--- config.mk ---
export PLATFORM = sky130hd
export DESIGN_NAME = led_sequencer
export DESIGN_NICKNAME = d
export VERILOG_FILES = /design/src/rtl/led_pkg.sv /design/src/rtl/led_prescaler.sv /design/src/rtl/led_sequencer.sv
export SDC_FILE = /design/constraint.sdc
export NUM_CORES = 1
export LEC_CHECK = 0
export CORE_MARGIN = 8
export CORE_UTILIZATION = 62
export CTS_BUF_LIST = sky130_fd_sc_hd__clkbuf_8
export DETAILED_ROUTE_END_ITERATION = 6
export PLACE_DENSITY = 0.95
export SYNTH_ARGS = -nofsm -noshare
export SYNTH_HDL_FRONTEND = slang
export SYNTH_SLANG_ARGS = --single-unit
--- constraint.sdc ---
create_clock -name CLK -period 5.7 [get_ports CLK]
set_input_delay 0.855 -clock CLK [delete_from_list [all_inputs] [get_ports CLK]]
set_output_delay 0.855 -clock CLK [all_outputs]
set_load 0.005 [all_outputs]
--- src/rtl/led_pkg.sv ---
// led_pkg: shared mode and bounce-direction encodings for the LED sequencer
package led_pkg;
    typedef enum logic [1:0] {
        MODE_BIN    = 2'd0,
        MODE_ROT    = 2'd1,
        MODE_BOUNCE = 2'd2,
        MODE_GRAY   = 2'd3
    } mode_e;
    typedef enum logic {
        DIR_UP   = 1'b0,
        DIR_DOWN = 1'b1
    } dir_e;
endpackage

--- src/rtl/led_prescaler.sv ---
// led_prescaler: clock-enable step generator, one step every DIV+1 enabled cycles
module led_prescaler #(
    parameter int DIV_WIDTH = 24
) (
    input  logic                 CLK,
    input  logic                 RESET,
    input  logic                 EN,
    input  logic                 clr,
    input  logic [DIV_WIDTH-1:0] DIV,
    output logic                 tick
);
    logic [DIV_WIDTH-1:0] cnt_q, cnt_d;
    always_comb begin
        tick  = EN && !clr && cnt_q >= DIV;
        cnt_d = (clr || tick) ? '0 : EN ? cnt_q + DIV_WIDTH'(1) : cnt_q;
    end
    always_ff @(posedge CLK) begin
        cnt_q <= !RESET ? '0 : cnt_d;
    end
endmodule

--- src/rtl/led_sequencer.sv ---
// led_sequencer: prescaled LED pattern generator with binary, rotate, bounce and gray modes
module led_sequencer
    import led_pkg::*;
#(
    parameter int NUM_LEDS  = 4,
    parameter int DIV_WIDTH = 24
) (
    input  logic                 CLK,
    input  logic                 RESET,
    input  logic                 EN,
    input  logic [DIV_WIDTH-1:0] DIV,
    input  logic [1:0]           MODE,
    output logic [NUM_LEDS-1:0]  LEDS,
    output logic                 TICK
);
    mode_e               mode_q, mode_d;
    dir_e                dir_q, dir_d;
    logic [NUM_LEDS-1:0] leds_q, leds_d, b_q, b_d, b_inc, shl, shr;
    logic                tick_q, tick, mode_chg;

    led_prescaler #(.DIV_WIDTH(DIV_WIDTH)) u_prescaler (
        .CLK   (CLK),
        .RESET (RESET),
        .EN    (EN),
        .clr   (mode_chg),
        .DIV   (DIV),
        .tick  (tick)
    );

    always_comb begin
        mode_d   = mode_e'(MODE);
        mode_chg = mode_d != mode_q;
        b_inc    = b_q + NUM_LEDS'(1);
        shl      = leds_q << 1;
        shr      = leds_q >> 1;
        leds_d   = leds_q;
        b_d      = b_q;
        dir_d    = dir_q;
        if (mode_chg) begin
            leds_d = (mode_d == MODE_ROT || mode_d == MODE_BOUNCE) ? NUM_LEDS'(1) : '0;
            b_d    = '0;
            dir_d  = DIR_UP;
        end else if (tick) begin
            case (mode_q)
                MODE_BIN: leds_d = leds_q + NUM_LEDS'(1);
                MODE_ROT: leds_d = {leds_q[NUM_LEDS-2:0], leds_q[NUM_LEDS-1]};
                MODE_BOUNCE: begin
                    leds_d = (dir_q == DIR_UP) ? shl : shr;
                    // reverse as soon as an endpoint is reached so it shows for one tick only
                    dir_d  = (dir_q == DIR_UP) ? (shl[NUM_LEDS-1] ? DIR_DOWN : DIR_UP)
                                               : (shr[0] ? DIR_UP : DIR_DOWN);
                end
                MODE_GRAY: begin
                    b_d    = b_inc;
                    leds_d = b_inc ^ (b_inc >> 1);
                end
            endcase
        end
    end

    always_ff @(posedge CLK) begin
        if (!RESET) begin
            mode_q <= MODE_BIN;
            dir_q  <= DIR_UP;
            leds_q <= '0;
            b_q    <= '0;
            tick_q <= 1'b0;
        end else begin
            mode_q <= mode_d;
            dir_q  <= dir_d;
            leds_q <= leds_d;
            b_q    <= b_d;
            tick_q <= tick;
        end
    end

    assign LEDS = leds_q;
    assign TICK = tick_q;
endmodule

# Word level (Yosys, flattened, before mapping)
# Cells that the tools add are included.
# classes
addsub	3
n_lt_le_gt_ge	1
eq_ne	6
n_mux	8
bitwise	2
reduce_logical	11
# op_table
operator	count
$add A24 B1 Y24 const B	1
$ge A24 B24 Y1	1
$pmux W4 S4	1
$mux W4	3
$add A4 B1 Y4 const B	2
$eq A2 B2 Y1 const B	3
$eq A2 B1 Y1 const B	2
$mux W1	4
$reduce_and A2 Y1	2
$reduce_or A2 Y1	2
$xor A4 B3 Y4	1
$logic_and A1 B1 Y1	2
$logic_not A2 Y1	1
$logic_or A1 B1 Y1	2
$ne A2 B2 Y1	1
$reduce_bool A2 Y1	1
$logic_not A1 Y1	1
$not A1 Y1	1
# totals
ff_bits	36
out_inout_bits	5
elab_cells	37

# Depth between registers and ports, before layout
# depth
word_depth	6
depth_mapped	9

# Hierarchy
# A second synthesis with hierarchy kept.
# unflattened
hier_cells	291
area_unflattened_um2	2498.6
# modules_own_cells
mod	n_inst	cells_each	area_each_um2
led_prescaler	1	205	1761.7
led_sequencer	1	86	737.0

# Worst setup path before layout
# No wires, ideal clock.
# synth_path
path_kind	input port to flip-flop
from	in DIV[23]
to	reg b_q[2]
arrival_time_ps	2440
t_required_ps	5628
setup_slack_ps	3189
stages	9
n_path_buf	1
cell_sequence	inv_1 > ha_1 > nand4_2 > nor4_2 > nand2_1 > o21a_1 > buf_6 > a211oi_2 > mux2i_1
# synth_via
elab_chain_cells	3
# synth_lines
element	line_no	rtl
from (decl)	led_sequencer.sv:11	input logic [DIV_WIDTH-1:0] DIV,
$ge A24 B24 Y1	led_prescaler.sv:14	tick = EN && !clr && cnt_q >= DIV;
$logic_and A1 B1 Y1	led_prescaler.sv:14	
$reduce_and A2 Y1 (no source line)	n/a	
to (signal assigned)	led_sequencer.sv:66	b_q <= '0;
to (signal assigned)	led_sequencer.sv:72	b_q <= b_d;
to (decl)	led_sequencer.sv:18	logic [NUM_LEDS-1:0] leds_q, leds_d, b_q, b_d, b_inc, shl, shr;
# No other way between the ends.
# A chain may end at the register's enable or synchronous reset.

# Final worst setup path
# layout_path
from	in DIV[23]
to	reg leds_q[2] (netlist: LEDS[2])
# layout_via
elab_chain_cells	3
# layout_lines
element	line_no	rtl
$ge A24 B24 Y1	led_prescaler.sv:14	
$logic_and A1 B1 Y1	led_prescaler.sv:14	
$reduce_bool A2 Y1 (no source line)	n/a	
to (signal assigned)	led_sequencer.sv:71	leds_q <= leds_d;
to (decl)	led_sequencer.sv:18	
# No other way between the ends.

==> summary.md <==
| Metric | Value |
|---|---|
| EDFF count, synth | 0 |
| Post-CTS Setup Bufs | 0 |
| Worst relative slew slack | between 40% and 50% |
| CP Data Arrival Time | roughly 3300 ps |
| DR WL/cell | ~15 um |
| Port-buffer cells | 33 |
| Ys flop type | dfxtp_1 |
| Outcome | finished, final reports clean |
| Remaining Overflow, GRT | 0 |
| CTS tree | done |
| Crit start category | primary input |
| Vias/cell | about 5.8 |
| Finished Core Util | around three quarters |
| Clock sink total | 36 |
| Max Root-Sink Buffers | 2 |
| Std-Cell Rows | 23 |
| Vias in the first global route | 2,269 |
| Total number of vias | about 2,400 |
| Period utilization | 55.5% |
| First-pass GRT wire length | 10.3 mm |
| Clk slew on worst S/H paths | roughly 70 ps |
| Starting Density | between 60% and 70% |
| Post-Route WL | just under 6 mm |
| Asr flop ratio synth | 0% |
| Seq cells post-synth | 36 |
| Worst Path Required | about 5800 ps |
| # Max-Cap Violations | 0 |
| Antenna viol nets, final | 0 |
| Worst-Margin Slew | 884 ps |
| Final setup TNS | 0 ps |
| Die width | between 80 and 90 um |
| # diodes | 0 |
| Sequential area share after synthesis | 27.8% |
| Peak VDD IR | between 0.15 and 0.2 mV |
| Iter 0 DRT Violations | ~120 |
| PD cells | around 160 nW/um2 |
| Unrepaired setup endpoints after global routing | false |
| CP endpoint kind | register |
| Achievable frequency | ~320 MHz |
| Critical path fanouts, max | 20 |
| Leak | approximately 1.2 nW |
| Post-Route Skew | slightly below 8 ps |
| # hold bufs at CTS | 0 |
| Placeable Area | roughly 4000 um2 |
| Ports | 34 |
| Path type of the worst min-delay path | register to register |
| Synthesized Nets | about 380 |
| Yosys warning count | 0 |
| Cells after Synth | between 300 and 400 |
| Synth Cell Area | 2590 um2 |
| Worst Setup Path Type | primary input to register |
| Drc violations | 0 |
| Cell variety after synth | 44 |
| Slew Limit Fails | 0 |
| Drt pass-1 iters | 4 |
| Final-report setup violation count | 0 |
| Minimum clock period after layout | ~3200 ps |
| Final weighted congestion in routability-driven placement | roughly 0.9 |
| All-Layer GR Usage | around a fifth |
| Total CTS buffers | 5 |
| Antenna violations before repair | 0 |
| Hold Violations, Final | 0 |
| Die Y | between 80 and 90 um |
| Final nets | approximately 400 |
| Pin count of the biggest net entering global routing | 27 |
| Share of post-route cells with drive strength above 1 | 4.49% |
| Clock latency at the later pin of the worst-skew pair | about 290 ps |
| Die area | between 6000 and 7000 um2 |
| CTS resizes | 0 |
| Avg Inst Size Synth | around 8 um2 |
| CTS root buf | clkbuf_8 |
| Detailed Place HPWL | 4.47 mm |
| Area growth syn-to-layout | 16.3% |
| H-tree lvl count | 2 |
synthesized netlist by cell type, types with 2 or more instances:
library cell / n / area share, %
clkbuf_1: 7 / 1.0
and3_1: 4 / 0.97
and2_1: 3 / 0.73
dfxtp_1: 36 / 28
o21ai_0: 14 / 2.7
mux2i_1: 6 / 2.3
nor2b_1: 5 / 1.2
nand2_1: 32 / 4.6
a22oi_1: 2 / 0.58
nand2b_1: 8 / 1.9
a31oi_1: 3 / 0.73
nand4_2: 2 / 0.97
a221oi_1: 2 / 0.68
nand4_1: 10 / 2.4
xnor2_1: 20 / 6.8
nor2_1: 13 / 1.9
xor2_1: 9 / 3.0
nor3_1: 26 / 5.0
buf_2: 5 / 0.97
ha_1: 27 / 13
nand3_1: 11 / 2.1
inv_1: 35 / 5.1
a211oi_2: 2 / 0.97
a21oi_1: 19 / 3.7
nor3b_1: 3 / 0.87
a211oi_1: 2 / 0.58
o211ai_1: 3 / 0.87
nand3b_1: 2 / 0.58
critical path, cell delays in order:
cell and delay [ps]:
clkdlybuf4s50_1 450, inv_1 40, ha_1 320, nand4_2 170, nor4_2 370, nand2_1 150, o21a_1 360, a21boi_1 200
buf_4 260, a221oi_1 110
layer usage:
layer	share of wire, %	routed length [um]	up-vias	GRT usage [%]
li1	-	-	1195	-
met1	42	2460	1102	21.9
met2	51	2970	54	34.7
met3	5.7	333	12	4.91
met4	2.0	119	0	7.09
met5	0	0	-	0
cell usage in the layout, fill, tap and decap left out, types with 2 or more instances in the layout:
master           instances
a211oi_1                 2
a211oi_2                 2
a21oi_1                 19
a221oi_1                 2
a22oi_1                  2
a31oi_1                  3
and2_1                   3
and3_1                   4
buf_4                    2
clkbuf_8                 5
clkdlybuf4s50_1         33
dfxtp_1                 36
ha_1                    27
inv_1                   36
mux2i_1                  6
nand2_1                 32
nand2b_1                 8
nand3_1                 11
nand3b_1                 2
nand4_1                 10
nand4_2                  2
nor2_1                  13
nor2b_1                  5
nor3_1                  26
nor3b_1                  3
o211ai_1                 3
o21ai_0                 14
xnor2_1                 20
xor2_1                   9
logic make-up after synthesis:
group                    after synthesis  synth area share [%]
adder cells (fa/ha/maj)               27                  13.0
AND/OR/NAND/NOR                      125                  25.7
buffers and inverters                 48                  7.49
flip-flops                            36                  27.8
multiplexers                           6                  2.32
AO/OA/AOI/OAI                         56                  13.8
XOR/XNOR                              29                  9.81
cell type report:
| cell class | instances | area [um2] |
|---|---|---|
| clock buffers | 5 | 68.8 |
| clock inverters | 2 | 8.76 |
| fillers | 283 | 988 |
| inverters | 35 | 131 |
| multi-input cells | 243 | 1670 |
| flip-flops and latches | 36 | 721 |
| well taps | 50 | 62.6 |
| repair buffers | 35 | 345 |
stage by stage:
stage          total power [mW]  std cells  area (um2)  setup WS, ps  hold WS [ps]
6_report                  0.483        406        3010          2530           512
5_1_grt                   0.503        406        3010          2340           530
3_5_place_dp              0.324        399        2930          2300           503
3_3_place_gp              0.321        399        2930          2380           480
4_1_cts                   0.486        406        3010          2580           513
2_1_floorplan             0.296        327        2590          3190           465
flip-flops by register name, summed over array words and instances, names as in the netlist:
name,flops
u_prescaler.cnt_q,24
LEDS,4
b_q,4
mode_q,2
TICK,1
dir_q,1
power by group:
part / switching, mW / internal, mW / total [mW]
logic: 0.0277 / 0.0327 / 0.0604
registers: 0.00508 / 0.253 / 0.258
clock network: 0.0833 / 0.0811 / 0.164
worst paths after layout:
| kind | from | to | slack, ps | depth (start not counted) |
|---|---|---|---|---|
| worst max-delay path | DIV[23] | LEDS[2] | 2530 | 10 |
| worst min-delay path | b_q[3] | b_q[3] | 510 | 2 |
| worst max register to register | u_prescaler.cnt_q[2] | LEDS[2] | 3210 | 8 |
| worst min register to register | b_q[3] | b_q[3] | 510 | 2 |
Power figures use the tool's default switching activity.
